## src/rtl/collision_detector.sv

```systemverilog
// 8x8 snake-board collision checker with registered result, hit counter.
// Define COLLIDE_STICKY_EN to build the sticky game_over flag.
module collision_detector #(
   parameter int CNT_W = 8
) (
   input  logic             clk,
   input  logic             rst_n,
   input  logic             clear,
   input  logic             check,
   input  logic [7:0]       row1,
   input  logic [7:0]       row2,
   input  logic [7:0]       row3,
   input  logic [7:0]       row4,
   input  logic [7:0]       row5,
   input  logic [7:0]       row6,
   input  logic [7:0]       row7,
   input  logic [7:0]       row8,
   input  logic [2:0]       coordinate_x,
   input  logic [2:0]       coordinate_y,
   output logic             collide,
   output logic             collide_valid,
   output logic [CNT_W-1:0] hit_count,
   output logic             game_over
);

   logic [7:0]       row_sel;
   logic             hit;
   logic             collide_d, collide_q;
   logic             valid_d, valid_q;
   logic [CNT_W-1:0] cnt_d, cnt_q;

   always_comb begin
      row_sel = row1;
      unique case (coordinate_y)
         3'd0: row_sel = row1;
         3'd1: row_sel = row2;
         3'd2: row_sel = row3;
         3'd3: row_sel = row4;
         3'd4: row_sel = row5;
         3'd5: row_sel = row6;
         3'd6: row_sel = row7;
         3'd7: row_sel = row8;
      endcase
   end

   // x=0 is the leftmost LED, which is the row MSB
   assign hit = row_sel[3'd7 - coordinate_x];

   always_comb begin
      collide_d = collide_q;
      valid_d   = 1'b0;
      cnt_d     = cnt_q;
      if (clear) begin
         collide_d = 1'b0;
         cnt_d     = '0;
      end else if (check) begin
         collide_d = hit;
         valid_d   = 1'b1;
         if (hit && (cnt_q != {CNT_W{1'b1}}))
            cnt_d = cnt_q + 1'b1;
      end
   end

   always_ff @(posedge clk or negedge rst_n) begin
      if (!rst_n) begin
         collide_q <= 1'b0;
         valid_q   <= 1'b0;
         cnt_q     <= '0;
      end else begin
         collide_q <= collide_d;
         valid_q   <= valid_d;
         cnt_q     <= cnt_d;
      end
   end

`ifdef COLLIDE_STICKY_EN
   logic go_d, go_q;

   always_comb begin
      go_d = go_q;
      if (clear)
         go_d = 1'b0;
      else if (check && hit)
         go_d = 1'b1;
   end

   always_ff @(posedge clk or negedge rst_n) begin
      if (!rst_n)
         go_q <= 1'b0;
      else
         go_q <= go_d;
   end

   assign game_over = go_q;
`else
   assign game_over = 1'b0;
`endif

   assign collide       = collide_q;
   assign collide_valid = valid_q;
   assign hit_count     = cnt_q;

endmodule

```

## config.mk

```make
export PLATFORM = sky130hd
export DESIGN_NAME = collision_detector
export DESIGN_NICKNAME = d
export VERILOG_FILES = /design/src/rtl/collision_detector.sv
export SDC_FILE = /design/constraint.sdc
export NUM_CORES = 1
export LEC_CHECK = 0
export BUFFER_PORTS_ARGS = -buffer_cell sky130_fd_sc_hd__buf_2
export CORE_ASPECT_RATIO = 0.8
export CORE_MARGIN = 8
export CORE_UTILIZATION = 45
export DETAILED_ROUTE_END_ITERATION = 8
export GPL_TIMING_DRIVEN = 0
export MAX_ROUTING_LAYER = met4
export PLACE_DENSITY_LB_ADDON = 0.25
export SLEW_MARGIN = 20
export SYNTH_ARGS = -nofsm -noshare
export SYNTH_HDL_FRONTEND = slang
export SYNTH_SLANG_ARGS = --single-unit
```

## constraint.sdc

```tcl
create_clock -name clk -period 3.21 [get_ports clk]
set_clock_uncertainty 0.2 [all_clocks]
set_input_delay 0.963 -clock clk [delete_from_list [all_inputs] [get_ports clk]]
set_output_delay 0.963 -clock clk [all_outputs]
set_load 0.05 [all_outputs]
```

==> results.sh, run 1 <==
export IMPL_cts_htree_levels=1
export IMPL_grt_use_total_pct=18.0
export IMPL_overflow=0
export IMPL_drtIter0Drc=105
export IMPL_final_setup_viol_count=0
export IMPL_cts_root_buf="clkbuf_4"
export IMPL_maxSlewViolCount=0
export IMPL_leakage_nw=0.836
export IMPL_syn_avg_cell_area_um2=8.62
export IMPL_arrival_ps=3040
export IMPL_ff2ff_path_depth=5
export IMPL_io_buffers=81
export IMPL_area_growth_pct=38.9
export IMPL_max_cap_viol_count=0
export IMPL_synth_common_cells="a21oi_1 (11), dfrtp_1 (10), mux2i_1 (10), nand2_1 (10), nor2_1 (10)"
export IMPL_post_cts_buffers=0
export IMPL_cts_tree="done"
export IMPL_avgRoutedWirePerCell_um=15.5
export IMPL_worstPathRequired_ps=3190
export IMPL_rsz0062_at_grt="false"
export IMPL_p_clk_share_pct=20.7
export IMPL_cellPowerDensity_nw_per_um2=236
export IMPL_synthesis_nets=217
export IMPL_coreArea_um2=2680
export IMPL_reg2reg_from="hit_count[0]$_DFFE_PN0P_"
export IMPL_path_clk_slew_ps=60
export IMPL_fin_crit_ps=3050
export IMPL_drt_pass1_iter_count=4
export IMPL_synth_top_cell_area_share_pct=20.4
export IMPL_p_sw_share_pct=33.6
export IMPL_power_w=0.000401
export IMPL_criticalPathCategory="input port to register"
export IMPL_synth_top_cell_by_area="dfrtp_1"
export IMPL_syn_inst=142
export IMPL_grt_max_degree=11
export IMPL_vias=1443
export IMPL_yosysSeqAreaShare_pct=20.4
export IMPL_routed_top_layer="met4"
export IMPL_startpoint_type="input port"
export IMPL_max_freq_ghz=0.327
export IMPL_cts_hold_buffers_added=0
export IMPL_rows=17
export IMPL_hold_class="input port to asynchronous set/reset pin"
export IMPL_path_max_fanout=10
export IMPL_ff2ff_setup_slack_ps=1260
export IMPL_ios=85
export IMPL_ctsResizeCount=0
export IMPL_dr_wl_met3_um=246
export IMPL_synth_warning_count=0
export IMPL_final_core_util_pct=63.4
export IMPL_num_antenna_cells=0
export IMPL_die_y_um=62.6
export IMPL_timing_final_crit_share_pct=95.2
export IMPL_synth_edf_count=0
export IMPL_hold_viol_final=0
export IMPL_async_reset_ff_share_pct=100
export IMPL_grt_pass1_vias=1439
export IMPL_ys_ff_latch=10
export IMPL_synth_main_ff_cell="dfrtp_1"
export IMPL_dpl_cell_count=261
export IMPL_hpwl_mm=3.47
export IMPL_fin_cells=264
export IMPL_fin_tns_setup_ps=0
export IMPL_cts_num_sinks=10
export IMPL_vdd_ir_drop_max_v=0.000186
export IMPL_grt_pass1_wl_mm=6.55
export IMPL_p_int_w=0.000266
export IMPL_hold_slack_ps=355
export IMPL_initial_core_util_pct=45.7
export IMPL_r2r_end="hit_count[0]$_DFFE_PN0P_"
export IMPL_drt_total_wl_mm=4.10
export IMPL_cts_made_buffers=3
export IMPL_clockBufferDepth=2
export IMPL_yosysMostFrequentCell="a21oi_1"
export IMPL_end_kind="register"
export IMPL_synth_area_top_cells="dfrtp_1 (20%), mux2i_1 (8.2%), mux4_2 (5.5%)"
export IMPL_mappedNetlistArea_um2=1220
export IMPL_ant_nets=0
export IMPL_via_per_inst=5.47
export IMPL_combPwrFrac_pct=45.9
export IMPL_outcome="finished clean"
export IMPL_die_width_um=74.3
export IMPL_drc=0
export IMPL_power_switching_w=0.000135
export IMPL_dieArea_um2=4650
export IMPL_synthDistinctLibCells=46
export IMPL_clk_latency_ps=260
export IMPL_wl_met2_mm=2.00
export IMPL_antenna_found_initial=0
export IMPL_nNetsFinal=303
export IMPL_layout_drive_gt1_share_pct=46.9
export IMPL_place_gp_congestion=0.828
export IMPL_wl_met1_mm=1.82
export IMPL_p_seq_share_pct=33.4
-- flip-flops by register name, summed over array words and instances, names as in the netlist --
name and flops:
collide 1, collide_valid 1, hit_count 8
-- per-stage QoR --
stage / worst slack (ps) / instance area [um2]
3_5_place_dp: -90.9 / 1680
6_report: 156 / 1700
5_1_grt: 79.1 / 1700
4_1_cts: 182 / 1700
2_1_floorplan: 137 / 1220
3_3_place_gp: -54.6 / 1680
-- power groups by stage --
stage	Combinational, W	Clock, W	Sequential [W]
after CTS	0.000184	0.0000864	0.000134
after global routing	0.000199	0.0000955	0.000135
after floorplan	0.0000999	0	0.000150
after global placement	0.000180	0	0.000136
final	0.000184	0.0000832	0.000134
after detailed placement	0.000183	0	0.000136
-- critical path, cell delays in order --
cell and delay [ps]:
buf_2 140, buf_6 150, buf_8 140, mux2i_1 110, a221oi_1 310, a21oi_1 90, o221a_2 260, o32a_4 210
buf_6 140, or3_1 330, a21oi_1 170
-- logic make-up after synthesis --
family | after synthesis | share of synthesized area (%)
flops | 10 | 20.4
buf+inv | 17 | 10.4
simple gates | 50 | 21.5
mux | 17 | 18.6
compound gates | 46 | 27.7
fa+ha+maj | 1 | 1.02
other cells | 1 | 0.306
-- layout make-up --
| class | count | area [um2] |
|---|---|---|
| plain buffers | 12 | 109 |
| clock buffers | 3 | 22.5 |
| fillers | 245 | 981 |
| inverters | 5 | 18.8 |
| multi-input cells | 115 | 846 |
| flip-flops and latches | 10 | 250 |
| well taps | 38 | 47.5 |
| repair buffers | 81 | 405 |
-- placed cells by master, fill, tap and decap left out, types with 3 or more instances in the layout --
cell type  instances
or3_1              7
buf_6              3
mux2i_1           10
clkbuf_4           4
mux2_2             3
mux4_2             3
nand3_1            5
nor2_1            10
a211o_1            3
nand2_1           10
a211oi_1           6
dfrtp_1           10
nand2b_1           6
a21oi_1           11
o21ai_0            9
inv_1              4
buf_2             83
nor2b_1            4
-- layer usage --
layer	vias to the layer above	track usage, %
met5	-	-
met4	0	2.93
met3	4	3.85
met2	60	29.9
met1	669	21.8
li1	710	-
-- how the worst max path moves through the flow --
| stage | from | slack (ps) | end |
|---|---|---|---|
| floorplan | coordinate_y[2] | 140 | hit_count[3]$_DFFE_PN0P_ |
| global placement | coordinate_y[2] | -50 | hit_count[0]$_DFFE_PN0P_ |
| detailed placement | coordinate_y[0] | -90 | hit_count[3]$_DFFE_PN0P_ |
| CTS | coordinate_y[0] | 180 | hit_count[3]$_DFFE_PN0P_ |
| global route | coordinate_y[2] | 80 | hit_count[5]$_DFFE_PN0P_ |
| finish | coordinate_y[0] | 160 | hit_count[3]$_DFFE_PN0P_ |
(Power assumes the default switching activity.)
==> run 2, diff against run 1 <==
--- a/config.mk
+++ b/config.mk
@@ -5,11 +5,12 @@
 export SDC_FILE = /design/constraint.sdc
 export NUM_CORES = 1
 export LEC_CHECK = 0
-export BUFFER_PORTS_ARGS = -buffer_cell sky130_fd_sc_hd__buf_2
+export CAP_MARGIN = 0
 export CORE_ASPECT_RATIO = 0.8
 export CORE_MARGIN = 8
-export CORE_UTILIZATION = 45
+export CORE_UTILIZATION = 58
 export DETAILED_ROUTE_END_ITERATION = 8
+export DONT_BUFFER_PORTS = 1
 export GPL_TIMING_DRIVEN = 0
 export MAX_ROUTING_LAYER = met4
 export PLACE_DENSITY_LB_ADDON = 0.25
==> run 2 against run 1 <==
Effect of this change:
- via count down 18%
- sequential share of layout area up 4.9 points
- critical path depth down 2
- die area down 17%
- count of clock-buffer cells in the layout unchanged
- core utilization down 2.1 points
- hold slack worse by 190 ps
- wire length down 5.4%
- final area down 25%
==> results.sh, run 2 (same netlist as run 1, synthesis figures left out) <==
export IMPL_startpoint_type="input port"
export IMPL_clockBufferDepth=2
export IMPL_antenna_found_initial=0
export IMPL_max_cap_viol_count=0
export IMPL_p_seq_share_pct=41.3
export IMPL_outcome="finished clean"
export IMPL_vdd_ir_drop_max_v=0.000216
export IMPL_cts_made_buffers=3
export IMPL_rows=15
export IMPL_maxSlewViolCount=0
export IMPL_cts_tree="done"
export IMPL_initial_core_util_pct=58.7
export IMPL_power_w=0.000360
export IMPL_combPwrFrac_pct=33.7
export IMPL_hold_viol_final=0
export IMPL_power_switching_w=0.000125
export IMPL_leakage_nw=0.503
export IMPL_die_width_um=67.4
export IMPL_ant_nets=0
export IMPL_via_per_inst=6.94
export IMPL_grt_max_degree=11
export IMPL_dr_wl_met3_um=387
export IMPL_cts_hold_buffers_added=0
export IMPL_wl_met1_mm=1.60
export IMPL_largest_reg_flops=8
export IMPL_worst_path_most_repeated_cell="mux2_2"
export IMPL_final_common_cell="a21oi_1"
export IMPL_io_buffers=0
export IMPL_criticalPathCategory="input port to register"
export IMPL_crit_slowest_cell="mux2_2"
export IMPL_fin_tns_setup_ps=0
export IMPL_drt_pass1_iter_count=4
export IMPL_nNetsFinal=222
export IMPL_clk_latency_ps=280
export IMPL_fin_area_um2=1280
export IMPL_worst_pin_slew_ps=590
export IMPL_grt_pass1_vias=1226
export IMPL_post_cts_buffers=0
export IMPL_drt_total_wl_mm=3.88
export IMPL_slew_headroom_pct=60.6
export IMPL_avgRoutedWirePerCell_um=22.8
export IMPL_cts_root_buf="clkbuf_4"
export IMPL_hpwl_mm=3.18
export IMPL_rsz0062_at_grt="false"
export IMPL_routed_top_layer="met4"
export IMPL_arrival_ps=2990
export IMPL_dpl_cell_count=167
export IMPL_dpl_instance_area_um2=1250
export IMPL_ios=85
export IMPL_grt_use_total_pct=20.4
export IMPL_path_max_fanout=10
export IMPL_final_cell_mix="a21oi_1 (11), mux2i_1 (10), nor2_1 (10), nand2_1 (10), dfrtp_1 (10)"
export IMPL_place_gp_congestion=0.863
export IMPL_wl_met2_mm=1.84
export IMPL_area_growth_pct=4.40
export IMPL_ff2ff_path_depth=6
export IMPL_layout_drive_gt1_share_pct=17.2
export IMPL_path_cells="buf_2 > buf_4 > mux2_2 > a222oi_1 > a21oi_1 > a211oi_1 > o32a_4 > nor2b_1 > mux2_2"
export IMPL_worstPathRequired_ps=3160
export IMPL_p_clk_share_pct=25.0
export IMPL_drtIter0Drc=63
export IMPL_final_setup_viol_count=0
export IMPL_vias=1179
export IMPL_cellPowerDensity_nw_per_um2=282
export IMPL_dieArea_um2=3840
export IMPL_grt_pass1_wl_mm=5.93
export IMPL_hold_class="input port to asynchronous set/reset pin"
export IMPL_max_freq_ghz=0.329
export IMPL_coreArea_um2=2080
export IMPL_end_kind="register"
export IMPL_overflow=0
export IMPL_cts_htree_levels=1
export IMPL_slowest_delay_ps=340
export IMPL_p_sw_share_pct=34.8
export IMPL_p_int_w=0.000234
export IMPL_fin_crit_ps=3040
export IMPL_ctsResizeCount=0
export IMPL_fin_cells=170
export IMPL_path_clk_slew_ps=80
export IMPL_drc=0
export IMPL_timing_final_crit_share_pct=94.8
export IMPL_num_antenna_cells=0
export IMPL_final_core_util_pct=61.3
export IMPL_die_y_um=57.1
export IMPL_cts_num_sinks=10
-- run 2: cell types whose count changed in the layout (fill, tap and decap cells not counted), sizes merged --
cell  change
buf      -81
-- run 2: final timing paths --
| kind | start | to | slack, ps |
|---|---|---|---|
| setup / recovery | coordinate_y[2] | hit_count[0]$_DFFE_PN0P_ | 170 |
| hold / removal | rst_n | hit_count[3]$_DFFE_PN0P_ | 170 |
| hold reg to reg | collide$_DFFE_PN0P_ | collide$_DFFE_PN0P_ | 620 |
| min in group clk | check | collide$_DFFE_PN0P_ | 590 |
| max in group asynchronous | rst_n | hit_count[7]$_DFFE_PN0P_ | 2550 |
| setup reg to reg | hit_count[2]$_DFFE_PN0P_ | hit_count[0]$_DFFE_PN0P_ | 940 |
-- run 2: worst max-delay path: cells and delay by family --
family                 cells  cell delay, ps
AOI/OAI and AO/OA          4             960
buffers and inverters      2             370
muxes                      2             620
and+or+nand+nor            1              80
-- run 2: power by group through the flow --
stage / clock network (W) / logic, W / registers, W
2_1_floorplan: 0 / 0.0000999 / 0.000150
3_3_place_gp: 0 / 0.000116 / 0.000151
3_5_place_dp: 0 / 0.000120 / 0.000151
4_1_cts: 0.0000896 / 0.000121 / 0.000149
5_1_grt: 0.0000942 / 0.000132 / 0.000149
6_report: 0.0000900 / 0.000121 / 0.000148
-- run 2: layout make-up --
class / count / area [um2]
plain buffers: 12 / 109
clock buffers: 3 / 22.5
fillers: 179 / 806
inverters: 5 / 18.8
multi-input cells: 115 / 846
flip-flops and latches: 10 / 250
well taps: 25 / 31.3
-- run 2: metrics by stage --
step	setup WS [ps]	hold slack, ps
2_1_floorplan	137	467
3_3_place_gp	-51.9	468
3_5_place_dp	-75.7	468
4_1_cts	201	169
5_1_grt	63.7	161
6_report	168	167
-- run 2: layer usage --
metal,vias up,GRT usage [%]
li1,548,-
met1,548,24.9
met2,77,30.5
met3,6,7.23
met4,0,6.85
met5,-,-
